--- src/rtl/credit_pkg.sv ---
// Shared operation codes and controller state encodings for the credit accumulator.
package credit_pkg;

  typedef enum logic [1:0] {
    OP_ADD    = 2'd0,
    OP_SUB    = 2'd1,
    OP_CLEAR  = 2'd2,
    OP_REFUND = 2'd3
  } op_t;

  typedef enum logic [1:0] {
    ST_IDLE  = 2'd0,
    ST_DRAIN = 2'd1,
    ST_RESP  = 2'd2
  } state_t;

endpackage

--- src/rtl/credit_accum_addsub_n.sv ---
// Combinational WIDTH-bit add/subtract with carry (add) or borrow (sub) out.
module addsub_n #(
  parameter int WIDTH = 8
) (
  input  logic [WIDTH-1:0] a,
  input  logic [WIDTH-1:0] b,
  input  logic             sub,
  output logic [WIDTH-1:0] result,
  output logic             carry
);

  logic [WIDTH:0] full;

  // Zero-extended operands: the top bit of the difference is set exactly when b > a.
  always_comb begin
    if (sub) full = {1'b0, a} - {1'b0, b};
    else     full = {1'b0, a} + {1'b0, b};
  end

  assign result = full[WIDTH-1:0];
  assign carry  = full[WIDTH];

endmodule

--- src/rtl/credit_accum.sv ---
// Credit register with checked add/sub/clear and a UNIT-chunked refund drain.
// Optional build macro CREDIT_SATURATE_EN: an ADD carry clips credit to the maximum.
module credit_accum
  import credit_pkg::*;
#(
  parameter int WIDTH = 8,
  parameter int UNIT  = 5
) (
  input  logic             clk,
  input  logic             rst_n,
  input  logic             in_valid,
  output logic             in_ready,
  input  logic [1:0]       in_op,
  input  logic [WIDTH-1:0] in_val,
  output logic [WIDTH-1:0] credit,
  output logic             resp_valid,
  input  logic             resp_ready,
  output logic             resp_ok,
  output logic             resp_sat,
  output logic             refund_valid,
  input  logic             refund_ready,
  output logic [WIDTH-1:0] refund_amt
);

  localparam logic [WIDTH-1:0] UNIT_V = WIDTH'(UNIT);

  state_t           state, state_nxt;
  op_t              op;
  logic [WIDTH-1:0] credit_nxt;
  logic [WIDTH-1:0] arith_b;
  logic             arith_sub;
  logic [WIDTH-1:0] arith_res;
  logic             arith_carry;
  logic             ok_nxt;

`ifdef CREDIT_SATURATE_EN
  logic             sat_q, sat_nxt;

  function automatic logic [WIDTH-1:0] sat_add(input logic [WIDTH-1:0] sum,
                                                input logic carry);
    return carry ? {WIDTH{1'b1}} : sum;
  endfunction
`endif

  assign op           = op_t'(in_op);
  assign in_ready     = (state == ST_IDLE);
  assign resp_valid   = (state == ST_RESP);
  assign refund_valid = (state == ST_DRAIN);
  assign refund_amt   = refund_valid ? ((credit < UNIT_V) ? credit : UNIT_V) : '0;

  // One adder serves ADD/SUB in IDLE and the beat decrement in DRAIN.
  always_comb begin
    arith_b   = in_val;
    arith_sub = (op == OP_SUB);
    if (state == ST_DRAIN) begin
      arith_b   = refund_amt;
      arith_sub = 1'b1;
    end
  end

  addsub_n #(.WIDTH(WIDTH)) u_addsub (
    .a      (credit),
    .b      (arith_b),
    .sub    (arith_sub),
    .result (arith_res),
    .carry  (arith_carry)
  );

  always_comb begin
    state_nxt  = state;
    credit_nxt = credit;
    ok_nxt     = resp_ok;
`ifdef CREDIT_SATURATE_EN
    sat_nxt    = sat_q;
`endif
    case (state)
      ST_IDLE: begin
        if (in_valid) begin
          state_nxt = ST_RESP;
`ifdef CREDIT_SATURATE_EN
          sat_nxt   = 1'b0;
`endif
          case (op)
            OP_ADD: begin
`ifdef CREDIT_SATURATE_EN
              credit_nxt = sat_add(arith_res, arith_carry);
              ok_nxt     = 1'b1;
              sat_nxt    = arith_carry;
`else
              if (!arith_carry) credit_nxt = arith_res;
              ok_nxt = !arith_carry;
`endif
            end
            OP_SUB: begin
              if (!arith_carry) credit_nxt = arith_res;
              ok_nxt = !arith_carry;
            end
            OP_CLEAR: begin
              credit_nxt = '0;
              ok_nxt     = 1'b1;
            end
            OP_REFUND: begin
              ok_nxt = 1'b1;
              if (credit != '0) state_nxt = ST_DRAIN;
            end
            default: state_nxt = ST_IDLE;
          endcase
        end
      end
      ST_DRAIN: begin
        if (refund_ready) begin
          credit_nxt = arith_res;
          if (arith_res == '0) begin
            state_nxt = ST_RESP;
            ok_nxt    = 1'b1;
          end
        end
      end
      ST_RESP: begin
        if (resp_ready) state_nxt = ST_IDLE;
      end
      default: state_nxt = ST_IDLE;
    endcase
  end

  always_ff @(posedge clk or negedge rst_n) begin
    if (!rst_n) state <= ST_IDLE;
    else        state <= state_nxt;
  end

  always_ff @(posedge clk or negedge rst_n) begin
    if (!rst_n) begin
      credit  <= '0;
      resp_ok <= 1'b0;
`ifdef CREDIT_SATURATE_EN
      sat_q   <= 1'b0;
`endif
    end else begin
      credit  <= credit_nxt;
      resp_ok <= ok_nxt;
`ifdef CREDIT_SATURATE_EN
      sat_q   <= sat_nxt;
`endif
    end
  end

`ifdef CREDIT_SATURATE_EN
  assign resp_sat = sat_q;
`else
  assign resp_sat = 1'b0;
`endif

endmodule

--- config.mk ---
export PLATFORM = sky130hd
export DESIGN_NAME = credit_accum
export DESIGN_NICKNAME = d
export VERILOG_FILES = /design/src/rtl/credit_pkg.sv /design/src/rtl/credit_accum_addsub_n.sv /design/src/rtl/credit_accum.sv
export SDC_FILE = /design/constraint.sdc
export NUM_CORES = 1
export LEC_CHECK = 0
export CAP_MARGIN = 20
export CORE_UTILIZATION = 50
export DETAILED_ROUTE_END_ITERATION = 7
export DONT_BUFFER_PORTS = 1
export GPL_TIMING_DRIVEN = 0
export MAX_ROUTING_LAYER = met4
export SYNTH_ARGS = -nofsm -noshare
export SYNTH_HDL_FRONTEND = slang
export SYNTH_SLANG_ARGS = --single-unit
--- constraint.sdc ---
create_clock -name clk -period 5.3 [get_ports clk]
set_input_delay 1.06 -clock clk [delete_from_list [all_inputs] [get_ports clk]]
set_output_delay 1.06 -clock clk [all_outputs]
set_load 0.005 [all_outputs]
* Word-level counts from Yosys, hierarchy flattened *
Cells that the tools add are included.

operators by class
  add/sub/neg operators = 2
  magnitude comparators = 1
  equal/unequal tests = 11
  mux-type cells = 22
  reductions and logical operators = 11

operators with widths
  cell                  number
  $mux W8               6
  $pmux W8 S2           2
  $mux W2               6
  $add A8 B8 Y9         1
  $mux W9               1
  $sub A8 B8 Y9         1
  $logic_not A8 Y1      1
  $lt A8 B3 Y1 const B  1
  $reduce_and A4 Y1     2
  $reduce_bool A8 Y1    1
  $eq A2 B2 Y1 const B  3
  $ne A2 B1 Y1 const B  3
  $pmux W2 S3           1
  $reduce_and A5 Y1     1
  $eq A2 B1 Y1 const B  2
  $logic_not A2 Y1      2
  $mux W1               4
  $pmux W1 S2           2
  $reduce_or A2 Y1      2
  $ne A3 B2 Y1 const B  1
  $ne A3 B3 Y1 const B  1
  $ne A2 B2 Y1 const B  1
  $reduce_bool A2 Y1    1
  $logic_not A1 Y1      1

storage, ports and cells
  register bits = 11
  input port bits = 15

* Logic depth before layout (Yosys ltp) *
Gate-level depths: netlist (run 1).

  depth after elaboration = 10
  mapped depth = 18

* Cells and area by module *
A second synthesis (run 1) with hierarchy kept.

second synthesis, totals
  cell total of the unflattened synthesis = 159
  area, all modules = 1301.2 sq um

modules (own cells, without submodules)
  module        instances  cells each  area an instance (sq um)
  credit_accum  1          87          742.0
  addsub_n      1          72          559.3

* Worst setup path after synthesis (run 1) *
OpenSTA, ideal clock, no wires.

  path type = input -> register
  from = input in_val[0]
  to = register credit[7]
  arrival = 3.745 ns
  data required time = 5.222 ns
  slack = 1.477 ns
  cell stages on the path = 13
  path buffers = 0
  cells stage by stage = a21o_1 inv_1 ha_1 or2b_2 o41ai_1 xnor2_1 nand2_1 ha_1 nor3_1 a31oi_4 or4b_1 nand4b_2 o2bb2ai_1

between the ends
  cells in the longest elaborated chain, start to end = 7

ends and longest elaborated chain
  what                                                   line                                                      text
  start, declared                                        credit_accum.sv:14                                        input logic [WIDTH-1:0] in_val,
  $mux W8 (*)                                            credit_accum.sv:55                                        if (state == ST_DRAIN) begin
  $add A8 B8 Y9 / $sub A8 B8 Y9 (equally long branches)  credit_accum_addsub_n.sv:17, credit_accum_addsub_n.sv:16
  $mux W9 (*)                                            credit_accum_addsub_n.sv:16                               if (sub) full = {1'b0, a} - {1'b0, b};
  $mux W8                                                credit_accum.sv:90, credit_accum.sv:95
  $pmux W8 S2                                            credit_accum.sv:83                                        case (op)
  $mux W8                                                credit_accum.sv:78                                        if (in_valid) begin
  $pmux W8 S2                                            credit_accum.sv:76                                        case (state)
  end signal, assigned                                   credit_accum.sv:139                                       credit <= credit_nxt;
  end, declared                                          credit_accum.sv:15                                        output logic [WIDTH-1:0] credit,

Every way passes the cells marked *; elsewhere a longest branch is shown, timed or not. The select of a mux whose other input is x is not followed.
A chain may end at the register's enable or synchronous reset.

* Worst setup path in the final report (run 1) *
  from = register state[0]
  to = register credit[7]

between the ends
  cells in the longest elaborated chain, start to end = 9

ends and longest elaborated chain
  what                                                   line                                                      text
  start, declared                                        credit_accum.sv:27                                        state_t state, state_nxt;
  start signal, assigned                                 credit_accum.sv:128                                       else state <= state_nxt;
  $eq A2 B1 Y1 (*)                                       credit_accum.sv:48                                        assign refund_valid = (state == ST_DRAIN);
  $mux W8 (*)                                            credit_accum.sv:49                                        assign refund_amt = refund_valid ? ((credit < UNIT_V) ? credit : UNIT_V) : '0;
  named net refund_amt[0]                                credit_accum.sv:22                                        output logic [WIDTH-1:0] refund_amt
  $mux W8 (*)                                            credit_accum.sv:55
  $add A8 B8 Y9 / $sub A8 B8 Y9 (equally long branches)  credit_accum_addsub_n.sv:17, credit_accum_addsub_n.sv:16
  $mux W9 (*)                                            credit_accum_addsub_n.sv:16
  $mux W8                                                credit_accum.sv:90, credit_accum.sv:95
  $pmux W8 S2                                            credit_accum.sv:83
  $mux W8                                                credit_accum.sv:78
  $pmux W8 S2                                            credit_accum.sv:76

Mark *: on every way through the listed nets, which the timed path passes. The rest lies on a longest branch. The select of a mux whose other input is x is not followed.

==> out/results.txt, run 1 <==
ranking of synthesized cells by area -> dfrtp_1, ha_1, nor2_1, o2bb2ai_1, xor2_1
status -> complete, no violations
Port Buffers -> 0
predominant post-synthesis flop cell -> dfrtp_1
Pleak -> 0.578 nW
most common cell after layout, fill and taps aside -> nor2_1
Core Rows -> 18
Slowest-stage cell, CP -> or4b_1
power share of the combinational group -> 77.9%
fill count -> 255
reg2reg path depth -> 16
htree depth -> 1
PD cells -> 796 nW/um2
Post-CTS Hold Fix Bufs -> 0
post-synthesis sequential area ratio -> 21.0%
post-synth top area share -> 21.0%
Final Cell Area -> 1390 um2
CP startpoint kind -> flip-flop
#FFs+latches synth -> 11
Crit path depth -> 16
Vias -> 1,176
total congestion overflow -> 0
DP Area -> 1370 um2
vias in the first global route -> 1,032
DPL Wire Length -> 2.48 mm
Fin. Hold Viols -> 0
Crit path top cell by count -> ha_1
Yosys Warn Count -> 0
max-cap viol count -> 0
period utilization -> 81.7%
Worst EP required -> 5470 ps
M1 WL -> 1.38 mm
Clock Skews -> 1.38 ps
Routed WL -> 2.94 mm
Resized cells post-CTS -> 0
Reg area -> 275 um2
Nets -> 190
DR pass1 iterations -> 6
initial antenna violation count -> 0
final setup vio count -> 0
Top delay family on crit path -> simple AND/OR/NAND/NOR gates
post-synthesis cell count -> 155
Clock Latency Late Sink -> 250 ps
clk root buf -> clkbuf_4
Seq pwr share -> 17.4%
post-synth design cell area -> 1310 um2
cell taking the most area after synthesis -> dfrtp_1
layout cells sized above 1 -> 14.6%
Num CTS Buffers -> 3
CP bufs+invs -> 2
largest net degree at the start of global routing -> 12
Tmin final -> 4330 ps
Int Pwr -> 0.000533 W
sw frac -> 52.0%
clock share of power -> 4.7%
WS Path Type -> reg2reg
Antenna diodes -> 0
io pins -> 36
core box area -> 2480 um2
starting density of the core -> 52.9%
CTS Buffer Depth -> 2
Die Wd -> 53.2 um
CP Max Fanout -> 10
DRC -> 0
EDFF count, synth -> 0
clock sink count -> 11
worst path arrival time -> 4500 ps
RePlAce Congestion -> 0.878
routed wl met2 -> 1.29 mm
WL met3 -> 260 um
uppermost layer routed -> met4
Reg clk slew, reported paths -> 60 ps
worst vdd ir -> 0.434 mV
Tot GR Track Use -> 23.3%
endpoint type of the worst setup path -> flip-flop
setup bufs post-CTS -> 0
CTS tree -> built
Layout Utilization -> 56.3%
Vert. Die Dim -> 53.2 um
Distinct cells, synth -> 51
Syn-to-layout area delta -> 6.30%
Multi-input gate area -> 976 um2
asr flop ratio synth -> 100%
fmax -> 231 MHz
DIE AREA -> 2830 um2
Via density -> 6.06
initial DRC count -> 10
first-pass GRT wire length -> 4.60 mm
Slew Limit Fails -> 0
commonest cells after routing, fill and taps aside -> nor2_1, nand2_1, dfrtp_1, ha_1
unrepaired setup endpoints after global routing -> no
CP max stage delay -> 510 ps
HP Class -> in2async
WL/cell -> 15.2 um
Fin Setup TNS -> 0 ps
syn_area_per_cell -> 8.46 um2
remaining antenna violation count -> 0
crit-path cells -> or2b_4 > clkbuf_1 > a31oi_1 > a21o_1 > inv_1 > ha_1 > or2b_2 > o41ai_1 > xnor2_1 > nand2_1 > ha_1 > nor3_1 > a31oi_4 > or4b_1 > nand4b_2 > o2bb2ai_1
net switching power -> 0.000577 W
-- stage by stage --
stage	hold slack (ps)	cells	worst slack (ps)	total power [W]
after global placement	557	190	1010	0.00103
final	495	194	969	0.00111
after global routing	473	194	718	0.00123
after floorplan	517	160	1480	0.000880
after detailed placement	559	190	995	0.00105
after CTS	487	194	957	0.00111
-- final cells by class --
| type | instances | area share, % |
|---|---|---|
| multi-input cells | 134 | 70.0 |
| flip-flops and latches | 11 | 19.7 |
| plain buffers | 7 | 3.50 |
| well taps | 30 | 2.69 |
| inverters | 8 | 2.15 |
| clock buffers | 4 | 1.89 |
-- cell usage after synthesis (2+ instances only) --
cell type   n
or4_4       2
o22ai_1     2
nor3_1      6
nand2_1    11
a311oi_1    2
or2_2       2
dfrtp_1    11
xor2_1      6
a31oi_1     2
buf_4       6
a21o_1      3
o2bb2ai_1   6
nor4_1      2
o21ai_0     7
a21bo_1     2
nand3_1     2
o41ai_1     3
inv_1       8
ha_1        9
or4b_1      2
o21ai_1     2
nor2b_1     6
nor2_1     15
a21oi_1     8
xnor2_1     4
-- per-layer routing --
metal  global-route usage [%]  up-vias
li1                         -      587
met1                     33.0      544
met2                     35.0       43
met3                     1.72        2
met4                     7.46        0
met5                        -        -
-- state kept, by name (all words and copies together) (netlist names) --
name,cells
credit,8
state,2
resp_ok,1
-- worst paths after layout --
path / start / endpoint / slack [ps]
min in group clk: credit[3] / credit[3] / 580
max reg2reg: state[0] / credit[7] / 970
min reg2reg: credit[3] / credit[3] / 580
min: rst_n / state[0] / 500
max in group asynchronous: rst_n / credit[5] / 4740
max: state[0] / credit[7] / 970
-- power by group through the flow --
stage | clock network, W | logic, W | registers [W]
6_report | 0.0000520 | 0.000865 | 0.000193
3_3_place_gp | 0 | 0.000841 | 0.000193
4_1_cts | 0.0000543 | 0.000862 | 0.000195
3_5_place_dp | 0 | 0.000854 | 0.000196
5_1_grt | 0.0000587 | 0.000965 | 0.000203
2_1_floorplan | 0 | 0.000704 | 0.000176
-- cells by family (layout without fill, tap and decap cells) --
family | after synthesis | count (layout) | share of synthesized area (%)
AO/OA/AOI/OAI | 46 | 46 | 27.3
adder cells (fa/ha/maj) | 10 | 10 | 10.1
flip-flops | 11 | 11 | 21.0
multiplexers | 2 | 2 | 2.48
buffers and inverters | 15 | 19 | 6.01
XOR/XNOR | 10 | 10 | 6.68
other | 1 | 6 | 0.286
AND/OR/NAND/NOR | 60 | 60 | 26.1
Note: power is estimated with default switching activity, not from simulation.
==> run 2, diff against run 1 <==
==> constraint.sdc (replaced) <==
create_clock -name clk -period 4.1 [get_ports clk]
set_input_delay 0.82 -clock clk [delete_from_list [all_inputs] [get_ports clk]]
set_output_delay 0.82 -clock clk [all_outputs]
set_load 0.005 [all_outputs]
==> run 2 against run 1 <==
Compared with the run above:
- setup slack got worse by 790 ps
- wire length up 6.9%
- critical path type unchanged
- sequential share of layout area shrank 0.90 points
- die area unchanged
- critical path depth rose by 1
- largest cell class unchanged
==> out/results.txt, run 2 (synthesis results as in run 1) <==
min setup slack post-route -> 181 ps (-788 ps)
worst path arrival time -> 4090 ps (-410 ps)
Slowest-stage cell, CP -> or4b_1
status -> complete, no violations
Fin. Hold Viols -> 0 (unchanged)
register with the most flip-flops -> credit
Post-Layout Cell Count -> 194 (unchanged)
Clock Skews -> 1.08 ps (-0.296 ps)
clock sink count -> 11 (unchanged)
max-cap viol count -> 0 (unchanged)
vias in the first global route -> 1,047 (+1.5%)
largest net degree at the start of global routing -> 12 (unchanged)
first-pass GRT wire length -> 4.66 mm (+1.3%)
Slew Limit Fails -> 0 (unchanged)
CP max stage delay -> 550 ps (+40 ps)
io pins -> 36 (unchanged)
Worst EP required -> 4270 ps (-1200 ps)
Num CTS Buffers -> 3 (unchanged)
CTS Buffer Depth -> 2 (unchanged)
M1 WL -> 1.52 mm (+10%)
Routed WL -> 3.14 mm (+6.9%)
Largest register FFs -> 8 (unchanged)
Top delay family on crit path -> simple AND/OR/NAND/NOR gates
DIE AREA -> 2830 um2 (unchanged)
Antenna diodes -> 0 (unchanged)
WL met3 -> 162 um (-38%)
Tot GR Track Use -> 23.6% (+0.25 points)
total congestion overflow -> 0 (unchanged)
Tmin final -> 3920 ps (-412 ps)
CP bufs+invs -> 2 (unchanged)
RePlAce Congestion -> 0.878 (unchanged)
DRC -> 0 (unchanged)
Nets -> 190 (unchanged)
commonest cells after routing, fill and taps aside -> nor2_1, nand2_1, dfrtp_1, ha_1, inv_1
CP Max Fanout -> 10 (unchanged)
uppermost layer routed -> met4
CTS tree -> built
WL/cell -> 16.2 um (+6.9%)
DR pass1 iterations -> 4 (-2)
Core Rows -> 18 (unchanged)
worst vdd ir -> 0.601 mV (+39%)
dpl ws -> -205 ps (-1200 ps)
initial antenna violation count -> 0 (unchanged)
Vias -> 1,200 (+2.0%)
Placed Cells -> 190 (unchanged)
Reg clk slew, reported paths -> 60 ps (about the same)
biggest regs -> credit (8), state (2), resp_ok (1)
core box area -> 2480 um2 (unchanged)
Clock Latency Late Sink -> 250 ps (about the same)
Pleak -> 0.596 nW (+3.0%)
initial DRC count -> 21 (+11)
HP Class -> in2async
routed wl met2 -> 1.45 mm (+12%)
PD cells -> 1050 nW/um2 (+32%)
Post-CTS Hold Fix Bufs -> 0 (unchanged)
Syn-to-layout area delta -> 11.4%
clk root buf -> clkbuf_4
endpoint type of the worst setup path -> flip-flop
starting density of the core -> 52.9% (unchanged)
Port Buffers -> 0 (unchanged)
layout cells sized above 1 -> 20.1% (+5.5 points)
DPL Wire Length -> 2.48 mm (unchanged)
htree depth -> 1 (unchanged)
period utilization -> 95.6% (+14 points)
crit-path cells -> or2b_4 > clkbuf_4 > a31oi_2 > a21o_1 > inv_1 > ha_1 > or2b_2 > o41ai_2 > xnor2_1 > nand2_1 > ha_1 > nor4_1 > a21o_1 > a31oi_4 > or4b_1 > nand4b_4 > o2bb2ai_1
most common cell after layout, fill and taps aside -> nor2_1
WS Path Type -> reg2reg
Crit path depth -> 17 (+1)
Power, Total -> 0.00154 W (+38%)
fmax -> 255 MHz (+11%)
Die Wd -> 53.2 um (unchanged)
setup bufs post-CTS -> 0 (unchanged)
final setup vio count -> 0 (unchanged)
remaining antenna violation count -> 0 (unchanged)
reg2reg path depth -> 17 (+1)
Vert. Die Dim -> 53.2 um (unchanged)
Via density -> 6.19 (+2.0%)
CP startpoint kind -> flip-flop
## run 2: layout make-up
type / instances / area [um2]
inverters: 8 / 30.0
well taps: 30 / 37.5
multi-input cells: 134 / 1040
clock buffers: 4 / 26.3
flip-flops and latches: 11 / 275
plain buffers: 7 / 52.6
fillers: 246 / 1020
## run 2: worst paths after layout
path	startpoint	slack, ps	to
setup / recovery	state[0]	180	credit[7]
hold reg to reg	state[0]	580	state[1]
setup reg to reg	state[0]	180	credit[7]
hold / removal	rst_n	260	state[0]
max in group asynchronous	rst_n	3780	credit[5]
min in group clk	state[0]	580	state[1]
## run 2: timing repair
action	in CTS	in global routing
setup endpoints to repair	11	11
pin swaps	0	1
gates cloned	0	0
endpoints found under the hold margin	0	0
resized for setup	4	10
## run 2: per-stage QoR
| stage | cell area [um2] | hold slack [ps] | setup TNS [ps] | util (%) |
|---|---|---|---|---|
| 6_report | 1460 | 255 | 0 | 58.9 |
| 5_1_grt | 1460 | 233 | -9.03 | 58.9 |
| 4_1_cts | 1410 | 247 | 0 | 57.0 |
| 3_5_place_dp | 1370 | 525 | -1950 | 55.2 |
| 3_3_place_gp | 1370 | 525 | -1470 | 55.2 |
| 2_1_floorplan | 1330 | 517 | 0 | - |
## run 2: worst register-to-register path, cell delays in order, from the launching register on
cell and delay [ps]:
dfrtp_1 440, or2b_4 240, clkbuf_4 190, a31oi_2 80, a21o_1 210, inv_1 60
ha_1 150, or2b_2 340, o41ai_2 240, xnor2_1 160, nand2_1 70, ha_1 250
nor4_1 310, a21o_1 160, a31oi_4 60, or4b_1 550, nand4b_4 190, o2bb2ai_1 140
## run 2: per-layer routing
| layer | vias up | GRT usage, % |
|---|---|---|
| met1 | 578 | 33.2 |
| li1 | 583 | - |
| met3 | 2 | 1.72 |
| met4 | 0 | 7.46 |
| met5 | - | - |
| met2 | 37 | 35.6 |
## run 2: power by group
part / internal [W] / switching, W
Combinational: 0.000522 / 0.000694
Clock: 0.0000374 / 0.0000298
Sequential: 0.000168 / 0.0000863
Total: 0.000727 / 0.000810
